`src/rtl/round_robin_deficit_pkg.sv`:
```
// Shared constants and small vector helpers for the deficit round-robin scheduler.
package rr_pkg;

    localparam logic MODO_WRR      = 1'b0;
    localparam logic MODO_ESTRICTO = 1'b1;

    // Upper bounds for the generic helpers below; callers zero-extend into these widths.
    localparam int unsigned VEC_MAX = 256;
    localparam int unsigned ROT_MAX = 64;
    localparam int unsigned ROT_IW  = 6;

    // Field idx of width ancho from a packed vector of equal-width fields.
    function automatic logic [31:0] campo(input logic [VEC_MAX-1:0] vec,
                                          input int unsigned idx,
                                          input int unsigned ancho);
        campo = 32'(vec >> (idx * ancho)) & ((32'd1 << ancho) - 32'd1);
    endfunction

    // Rotate the low ancho bits of v right by n, so bit n lands at position 0.
    function automatic logic [ROT_MAX-1:0] rotar_der(input logic [ROT_MAX-1:0] v,
                                                     input int unsigned n,
                                                     input int unsigned ancho);
        rotar_der = '0;
        for (int unsigned k = 0; k < ROT_MAX; k++) begin
            if (k < ancho) begin
                rotar_der[ROT_IW'(k)] = v[ROT_IW'((k + n) % ancho)];
            end
        end
    endfunction

endpackage

```
`src/rtl/round_robin_deficit_buscador_circular.sv`:
```
// Circular first-set-bit search: lowest set bit of req at or after start, wrapping.
module buscador_circular
    import rr_pkg::*;
#(
    parameter int unsigned QUEUE_QUANTITY = 4,
    localparam int unsigned IW = $clog2(QUEUE_QUANTITY)
) (
    input  logic [QUEUE_QUANTITY-1:0] req,
    input  logic [IW-1:0]             start,
    output logic                      found,
    output logic [IW-1:0]             idx
);

    logic [QUEUE_QUANTITY-1:0] rot;
    logic [IW-1:0]             off;

    always_comb begin
        rot   = QUEUE_QUANTITY'(rotar_der(ROT_MAX'(req), 32'(start), QUEUE_QUANTITY));
        found = 1'b0;
        off   = '0;
        for (int unsigned k = 0; k < QUEUE_QUANTITY; k++) begin
            if (rot[IW'(k)] && !found) begin
                found = 1'b1;
                off   = IW'(k);
            end
        end
        // QUEUE_QUANTITY is a power of two, so the IW-bit add wraps correctly.
        idx = start + off;
    end

endmodule

```
`src/rtl/round_robin_deficit.sv`:
```
// Weighted round-robin scheduler with per-turn credit, strict-priority mode and urgency.
module round_robin_deficit
    import rr_pkg::*;
#(
    parameter int unsigned QUEUE_QUANTITY = 4,
    parameter int unsigned BUF_WIDTH      = 3,
    parameter int unsigned MAX_WEIGHT     = 64,
    parameter int unsigned UMBRAL_ALTO    = 6,
    localparam int unsigned WEIGHT_BITS   = $clog2(MAX_WEIGHT),
    localparam int unsigned SEL_BITS      = $clog2(QUEUE_QUANTITY)
) (
    input  logic                                clk,
    input  logic                                rst,
    input  logic                                enb,
    input  logic                                modo,
    input  logic                                dest_ready,
    input  logic [QUEUE_QUANTITY*WEIGHT_BITS-1:0] pesos,
    input  logic [QUEUE_QUANTITY-1:0]           buf_empty,
    input  logic [QUEUE_QUANTITY*BUF_WIDTH-1:0] fifo_counter,
    output logic [SEL_BITS-1:0]                 selector,
    output logic                                selector_enb,
    output logic [WEIGHT_BITS-1:0]              creditos
);

    logic [SEL_BITS-1:0]       actual_q, actual_d;
    logic [WEIGHT_BITS-1:0]    creditos_q, creditos_d;
    logic                      modo_q, modo_d;

    logic [VEC_MAX-1:0]        pesos_ext, cnt_ext;
    logic [QUEUE_QUANTITY-1:0] elegible, urgente;
    logic [SEL_BITS-1:0]       start_rr, start_e;
    logic                      found_u, found_e;
    logic [SEL_BITS-1:0]       idx_u, idx_e;
    logic [SEL_BITS-1:0]       elegida;
    logic                      seguir;

    assign pesos_ext = VEC_MAX'(pesos);
    assign cnt_ext   = VEC_MAX'(fifo_counter);
    assign creditos  = creditos_q;

    always_comb begin
        elegible = '0;
        urgente  = '0;
        for (int unsigned i = 0; i < QUEUE_QUANTITY; i++) begin
            elegible[SEL_BITS'(i)] = !buf_empty[SEL_BITS'(i)] &&
                                     (campo(pesos_ext, i, WEIGHT_BITS) != 32'd0);
            urgente[SEL_BITS'(i)]  = elegible[SEL_BITS'(i)] &&
                                     (campo(cnt_ext, i, BUF_WIDTH) >= 32'(UMBRAL_ALTO));
        end
    end

    // Search starts just past the current queue, so actual itself is checked last.
    assign start_rr = actual_q + SEL_BITS'(1);
    assign start_e  = (modo == MODO_ESTRICTO) ? '0 : start_rr;

    buscador_circular #(
        .QUEUE_QUANTITY(QUEUE_QUANTITY)
    ) u_busca_urgente (
        .req  (urgente),
        .start(start_rr),
        .found(found_u),
        .idx  (idx_u)
    );

    buscador_circular #(
        .QUEUE_QUANTITY(QUEUE_QUANTITY)
    ) u_busca_elegible (
        .req  (elegible),
        .start(start_e),
        .found(found_e),
        .idx  (idx_e)
    );

    // A turn survives only if the queue is still eligible, has credit, and we did not
    // just leave strict mode.
    assign seguir  = elegible[actual_q] && (creditos_q != '0) && (modo_q == MODO_WRR);
    assign elegida = found_u ? idx_u : idx_e;

    always_comb begin
        actual_d     = actual_q;
        creditos_d   = creditos_q;
        modo_d       = modo_q;
        selector     = actual_q;
        selector_enb = 1'b0;
        if (rst) begin
            selector = '0;
        end else if (enb && dest_ready) begin
            modo_d = modo;
            if (modo == MODO_ESTRICTO) begin
                creditos_d = '0;
                if (found_e) begin
                    selector     = idx_e;
                    selector_enb = 1'b1;
                    actual_d     = idx_e;
                end
            end else if (seguir) begin
                selector_enb = 1'b1;
                creditos_d   = creditos_q - WEIGHT_BITS'(1);
            end else if (found_e) begin
                // Any urgent queue is also eligible, so found_e covers both searches.
                selector     = elegida;
                selector_enb = 1'b1;
                actual_d     = elegida;
                creditos_d   = WEIGHT_BITS'(campo(pesos_ext, 32'(elegida), WEIGHT_BITS))
                               - WEIGHT_BITS'(1);
            end else begin
                creditos_d = '0;
            end
        end
    end

    always_ff @(posedge clk) begin
        if (rst) begin
            actual_q   <= SEL_BITS'(QUEUE_QUANTITY - 1);
            creditos_q <= '0;
            modo_q     <= MODO_WRR;
        end else begin
            actual_q   <= actual_d;
            creditos_q <= creditos_d;
            modo_q     <= modo_d;
        end
    end

endmodule
```
`config.mk`:
```
export PLATFORM = sky130hd
export DESIGN_NAME = round_robin_deficit
export DESIGN_NICKNAME = d
export VERILOG_FILES = /design/src/rtl/round_robin_deficit_pkg.sv /design/src/rtl/round_robin_deficit_buscador_circular.sv /design/src/rtl/round_robin_deficit.sv
export SDC_FILE = /design/constraint.sdc
export NUM_CORES = 1
export LEC_CHECK = 0
export CORE_ASPECT_RATIO = 0.5
export CORE_MARGIN = 5
export CORE_UTILIZATION = 30
export DETAILED_ROUTE_END_ITERATION = 6
export GPL_ROUTABILITY_DRIVEN = 1
export GPL_TIMING_DRIVEN = 0
export PLACE_DENSITY = 0.55
export SETUP_SLACK_MARGIN = 0.1
export SYNTH_ARGS = -nofsm -noshare
export SYNTH_HDL_FRONTEND = slang
export SYNTH_HIERARCHICAL = 1
export SYNTH_SLANG_ARGS = --single-unit
```
`constraint.sdc`:
```
create_clock -name clk -period 11.9 [get_ports clk]
set_input_delay 2.975 -clock clk [delete_from_list [all_inputs] [get_ports clk]]
set_output_delay 2.975 -clock clk [all_outputs]
set_load 0.005 [all_outputs]
```
* Yosys cells after proc, flatten, opt, wreduce, memory -nomap -nowiden *
Cells that the tools add are included.

word-level totals
  output and inout bits = 9
  register bits after elaboration = 9
  logic and storage cells = 110
  input port bits = 45

operators by class
  reductions and logical operators = 32
  shifts and indexed selects = 1
  bitwise gates (word level) = 1
  $mul = 1
  add/subtract/negate cells = 11
  muxes and demuxes = 48
  magnitude comparators = 13

operators with widths
  cell                 count
  $reduce_bool 32->1   4
  $lt 2x7->1 const B   8
  $mux 1               24
  $mux 2               12
  $shr 24x5->6         1
  $bmux 1 s2           9
  $mux 6               3
  $logic_and 1x1->1    17
  $ge 3x3->1 const B   4
  $sub 6x1->6 const B  2
  $logic_not 1->1      10
  $add 2x2->2 const A  4
  $reduce_bool 6->1    1
  $add 1x2->2 const A  2
  $add 2x2->2          2
  $mul 2x2->4 const B  1
  $lt 2x3->1 const B   1
  $add 2x1->2 const B  1
  $not 1->1            1

* Longest topological paths before layout *
  depth in word-level cells = 23
  gate-level depth with buffers = 21
  depth with buffers taken out = 19

* Hierarchy *
The synthesis kept the hierarchy.

by module, submodules not included
  module               area an instance (µm²)  seq. area each (µm²)  cells an instance  instances
  round_robin_deficit  1,181.1                 180.2                 148                1
  buscador_circular    166.4                   0.0                   25                 2

* Worst setup path before layout *
No wires, ideal clock.

  kind = input-to-output
  from = input pesos[4]
  to = output selector[1]
  required time = 8.925 ns
  setup slack = 3.324 ns
  buffers on the path = 1
  cell stages on the path = 15
  arrival = 5.601 ns
  path through = nor4_1 -> a21oi_1 -> and3_1 -> nor2_1 -> a2bb2oi_1 -> o211ai_1 -> o21a_1 -> ha_1 -> xnor2_1 -> xnor2_1 -> mux2i_1 -> buf_6 -> inv_1 -> a221oi_1 -> nor2_1

between the ends
  word-level cells in the longest chain between the ends = 22
  elaborated cells on any way between the ends = 58
  classes of those cells = add/sub: 2; mux: 39; reduce/logical: 17

ends and longest elaborated chain
  what                          RTL line                                     text
  start: declaration            round_robin_deficit.sv:17                    input logic [QUEUE_QUANTITY*WEIGHT_BITS-1:0] pesos,
  $reduce_bool 32->1 *          round_robin_deficit.sv:46                    (campo(pesos_ext, i, WEIGHT_BITS) != 32'd0);
  $logic_and 1x1->1 *           round_robin_deficit.sv:45                    elegible[SEL_BITS'(i)] = !buf_empty[SEL_BITS'(i)] &&
  net elegible[0]               round_robin_deficit.sv:30                    logic [QUEUE_QUANTITY-1:0] elegible, urgente;
  $logic_and 1x1->1 *           round_robin_deficit.sv:47                    urgente[SEL_BITS'(i)] = elegible[SEL_BITS'(i)] &&
  net urgente[0]                round_robin_deficit.sv:30
  $bmux 1 s2                    round_robin_deficit_pkg.sv:26                rotar_der[ROT_IW'(k)] = v[ROT_IW'((k + n) % ancho)];
  $mux 1 (not written as such)  round_robin_deficit_pkg.sv:26
  $mux 1                        round_robin_deficit_buscador_circular.sv:22  if (rot[IW'(k)] && !found) begin
  [9 not listed]                -
  $add 2x2->2 *                 round_robin_deficit_buscador_circular.sv:28  idx = start + off;
  net idx_u[1]                  round_robin_deficit.sv:33                    logic [SEL_BITS-1:0] idx_u, idx_e;
  $mux 2 *                      round_robin_deficit.sv:77                    assign elegida = found_u ? idx_u : idx_e;
  $mux 2 *                      round_robin_deficit.sv:99                    end else if (found_e) begin
  $mux 2 *                      round_robin_deficit.sv:96                    end else if (seguir) begin
  $mux 2 *                      round_robin_deficit.sv:89                    if (modo == MODO_ESTRICTO) begin
  $mux 2 *                      -
  $mux 2 *                      round_robin_deficit.sv:85                    if (rst) begin
  end: declaration              round_robin_deficit.sv:20                    output logic [SEL_BITS-1:0] selector,

Mark *: on every way through the listed nets, which the timed path passes. The rest lies on a longest branch. The select of a mux whose other input is x is not followed.

* Final worst setup path *
Same ends and word-level chain as after synthesis.

==> impl_metrics.py <==
metrics = {
    "outcome": {
        "run_status": "complete, no violations",
    },
    "timing": {
        "fmax_mhz": 99.6,
        "number_of_endpoints_failing_setup_at_the_final_stage": 0,
        "timing.final.max_slew_violations": 0,
        "setup_ws_ns": 1.85,
        "timing.max_slew.rel_slack": 0.487,
        "setup_repair_after_global_routing_missed_its_margin": "no",
        "min_period_ns": 10.05,
        "post-route-period-util": 0.844,
        "worst-slew-pin-transition_ns": 0.770,
        "hold_slack_ns": 0.495,
        "final-hold-violation-count": 0,
        "fin_tns_setup_ns": 0,
        "finalClockSkew_ns": 0.00268,
    },
    "finish": {
        "layout.area.seq_um2": 180,
        "filler_cell_count": 533,
        "num_antenna_cells": 0,
        "finish.utilization": 0.431,
        "drive_above_1_share": 0.0803,
        "layout_commonest_cell": "sky130_fd_sc_hd__clkdlybuf4s50_1",
        "multiInputGateArea_mm2": 0.00123,
        "area_growth_pct": 39.8,
        "design_area_mm2": 0.00212,
        "design.final.nets": 300,
        "fin_cells": 319,
        "most-common-layout-cells": "47 x sky130_fd_sc_hd__clkdlybuf4s50_1, 22 x sky130_fd_sc_hd__nor2_1, 17 x sky130_fd_sc_hd__nand2_1",
    },
    "setup_path": {
        "critPathLaunchType": "input pin",
        "critical_path_arrival_ns": 7.07,
        "cp.required_ns": 8.93,
        "slowest_stage_cell_on_the_critical_path": "sky130_fd_sc_hd__nor4_1",
        "kind_of_critical_path": "input pin to primary output",
        "max_fo_critical_path": 10,
        "crit_path_end_kind": "primary output",
        "critPathMaxStageDelay_ns": 0.49,
        "sequence_of_cells_on_the_critical_path": "clkdlybuf4s50_1, nor4_1, a21oi_1, and3_1, nor2_1, a2bb2oi_1, o211ai_1, o21a_1, ha_1, xnor2_1, xnor2_1, mux2i_1, buf_6, inv_1, a221oi_1, nor2_1, clkdlybuf4s50_1",
    },
    "pwr": {
        "p_seq_frac": 0.169,
        "swShare": 0.411,
        "p_clk_frac": 0.164,
        "internal_mw": 0.130,
        "power.net_switching_mw": 0.0903,
        "power.density_cell_area_mw_per_mm2": 104,
        "worst_ir_drop_vdd_mv": 0.0371,
        "power_mw": 0.220,
        "comb_power_share": 0.667,
        "static-leakage-power_nw": 0.834,
    },
    "global_routing": {
        "grt_start_max_net_pins": 12,
        "grt_use_total": 0.143,
        "global_route.overflow_total": 0,
        "grt_antenna_before_repair": 0,
        "grt_first_pass_wirelength_mm": 7.77,
        "via_count_of_the_first_global_routing_pass": 1581,
    },
    "die": {
        "initial_core_util": 0.308,
        "floorplan.core_area_mm2": 0.00491,
        "rows": 18,
        "floorplan.die.height_um": 60.2,
        "die_x_um": 110,
        "die_area_mm2": 0.00665,
        "design.portCount": 54,
    },
    "clocking": {
        "post_cts_setup_buffer_count": 0,
        "root_buf_cell": "sky130_fd_sc_hd__clkbuf_8",
        "cts_buffer_depth": 2,
        "worst_setup_hold_path_clk_slew_ns": 0.05,
        "insertion_delay_ns": 0.24,
        "post_cts_hold_buffer_count": 0,
        "cts_num_sinks": 9,
        "cts_resized": 0,
        "ctsHtreeMaxLevel": 1,
        "cts-buffers-inserted": 3,
        "clock_tree_from_tritoncts": "built",
    },
    "place": {
        "io_buffers": 47,
        "replace_congestion": 0.827,
        "placed_cells": 315,
        "detailed_place.area_mm2": 0.00207,
        "preCtsSetupSlack_ns": 1.82,
        "place.detailed.hpwl_mm": 3.91,
    },
    "synthesis": {
        "synth_simple_gate_area_frac": 0.275,
        "synth_nets": 248,
        "synth_flop_cell": "sky130_fd_sc_hd__dfxtp_1",
        "postSynth.asyncResetShare": 0,
        "synth.area.top_cells": "sky130_fd_sc_hd__dfxtp_1 12%, sky130_fd_sc_hd__mux2i_1 8.6%, sky130_fd_sc_hd__xnor2_1 5.8%",
        "synth-adder-area-share": 0.0413,
        "netlist_instances": 198,
        "netlist.top_cell.by_area": "sky130_fd_sc_hd__dfxtp_1",
        "synth.lib_cells_used.distinct": 50,
        "yosysSeqAreaShare": 0.119,
        "synth_edf_count": 0,
        "synth-seq-cells": 9,
        "synth-xor-area-share": 0.0694,
        "postSynthAreaPerCell_um2": 7.65,
        "synth_top_family_by_area": "simple AND/OR/NAND/NOR gates",
        "synth_largest_type_area_fraction": 0.119,
        "synth.mux.area_fraction": 0.168,
        "total_number_of_yosys_warnings": 6,
        "netlist_area_mm2": 0.00151,
        "area_fraction_in_compound_gates_after_synthesis": 0.261,
    },
    "route": {
        "drc": 0,
        "detailroute.via_count": 1645,
        "drt_iter0_markers": 59,
        "totalWireLength_mm": 4.77,
        "final_ant_viol_nets": 0,
        "routed_wire_length_per_instance_um": 14.9,
        "detailedRoute.firstPassIterationCount": 4,
        "route.detailed.vias_per_inst": 5.16,
    },
    "flow_run": {
        "maxCapViolCount": 0,
    },
    "min_path": {
        "holdCritPathClass": "register to register",
    },
}
sequential cells by signal, summed over array words and instances, names as in the netlist:
register  count
creditos      6
modo_q        1
actual_q      2
metal layers:
layer  wire length (um)  share of wire  track usage  vias to the layer above
met1               2480           0.52        0.192                      761
met4                 61          0.013       0.0474                        0
li1                   -              -            -                      850
met3                116          0.024       0.0121                        5
met5                  0              0            0                        -
met2               2110           0.44        0.248                       29
cell type report:
class | instances | area share
Tap cell | 70 | 0.0414
Inverter | 9 | 0.0160
Buffer | 9 | 0.0313
Timing Repair Buffer | 47 | 0.222
Clock buffer | 4 | 0.0213
Sequential cell | 9 | 0.0851
Multi-Input combinational cell | 171 | 0.583
power by group through the flow:
stage | sequential, mW | clock, mW | combinational (mW)
final | 0.0372 | 0.0361 | 0.147
after global routing | 0.0376 | 0.0385 | 0.162
after CTS | 0.0371 | 0.0373 | 0.147
after detailed placement | 0.0376 | 0 | 0.146
after global placement | 0.0377 | 0 | 0.146
after floorplan | 0.0370 | 0 | 0.104
worst max-delay path, delay by kind of cell:
kind            cells  cell delay, ns
buf+inv             4            1.16
simple gates        4            1.08
compound gates      5            1.05
mux                 1            0.38
xor+xnor            2            0.26
fa+ha+maj           1            0.18
final timing paths:
check	startpoint	endpoint	slack, ns	depth (start not counted)
worst max-delay path	pesos[4]	selector[1]	1.85	17
worst min-delay path	creditos[1]	creditos[1]	0.50	2
worst max register to register	actual_q[1]	creditos[2]	7.88	20
worst min register to register	creditos[1]	creditos[1]	0.50	2
synth_stat cells (2+ instances only):
cell,instances
sky130_fd_sc_hd__o21ai_1,2
sky130_fd_sc_hd__or2_1,2
sky130_fd_sc_hd__xnor2_1,10
sky130_fd_sc_hd__xor2_1,2
sky130_fd_sc_hd__mux2i_1,13
sky130_fd_sc_hd__clkbuf_1,2
sky130_fd_sc_hd__or2b_2,2
sky130_fd_sc_hd__a32oi_1,4
sky130_fd_sc_hd__o211ai_1,6
sky130_fd_sc_hd__nor3_1,9
sky130_fd_sc_hd__a2bb2oi_1,3
sky130_fd_sc_hd__a211oi_1,4
sky130_fd_sc_hd__o2bb2ai_1,2
sky130_fd_sc_hd__nand3_1,2
sky130_fd_sc_hd__nand2_1,17
sky130_fd_sc_hd__a21oi_1,12
sky130_fd_sc_hd__nor4_1,4
sky130_fd_sc_hd__clkbuf_8,2
sky130_fd_sc_hd__nor2b_1,6
sky130_fd_sc_hd__o22ai_1,2
sky130_fd_sc_hd__nand2b_1,3
sky130_fd_sc_hd__o21a_1,2
sky130_fd_sc_hd__nor2_1,22
sky130_fd_sc_hd__o21ai_0,7
sky130_fd_sc_hd__inv_1,9
sky130_fd_sc_hd__dfxtp_1,9
sky130_fd_sc_hd__o31ai_1,2
sky130_fd_sc_hd__and3_1,5
sky130_fd_sc_hd__mux2_4,2
sky130_fd_sc_hd__nor3b_1,2
sky130_fd_sc_hd__nor3_4,2
sky130_fd_sc_hd__mux4_2,2
sky130_fd_sc_hd__buf_2,4
sky130_fd_sc_hd__ha_1,5
kinds of logic (layout without fill, tap and decap cells):
kind of cell    after synthesis  count (layout)
fa+ha+maj                     5               5
flops                         9               9
mux                          19              19
simple gates                 79              79
xor+xnor                     12              12
compound gates               56              56
buf+inv                      18              69
No activity file was read; power rests on OpenSTA's default activity.
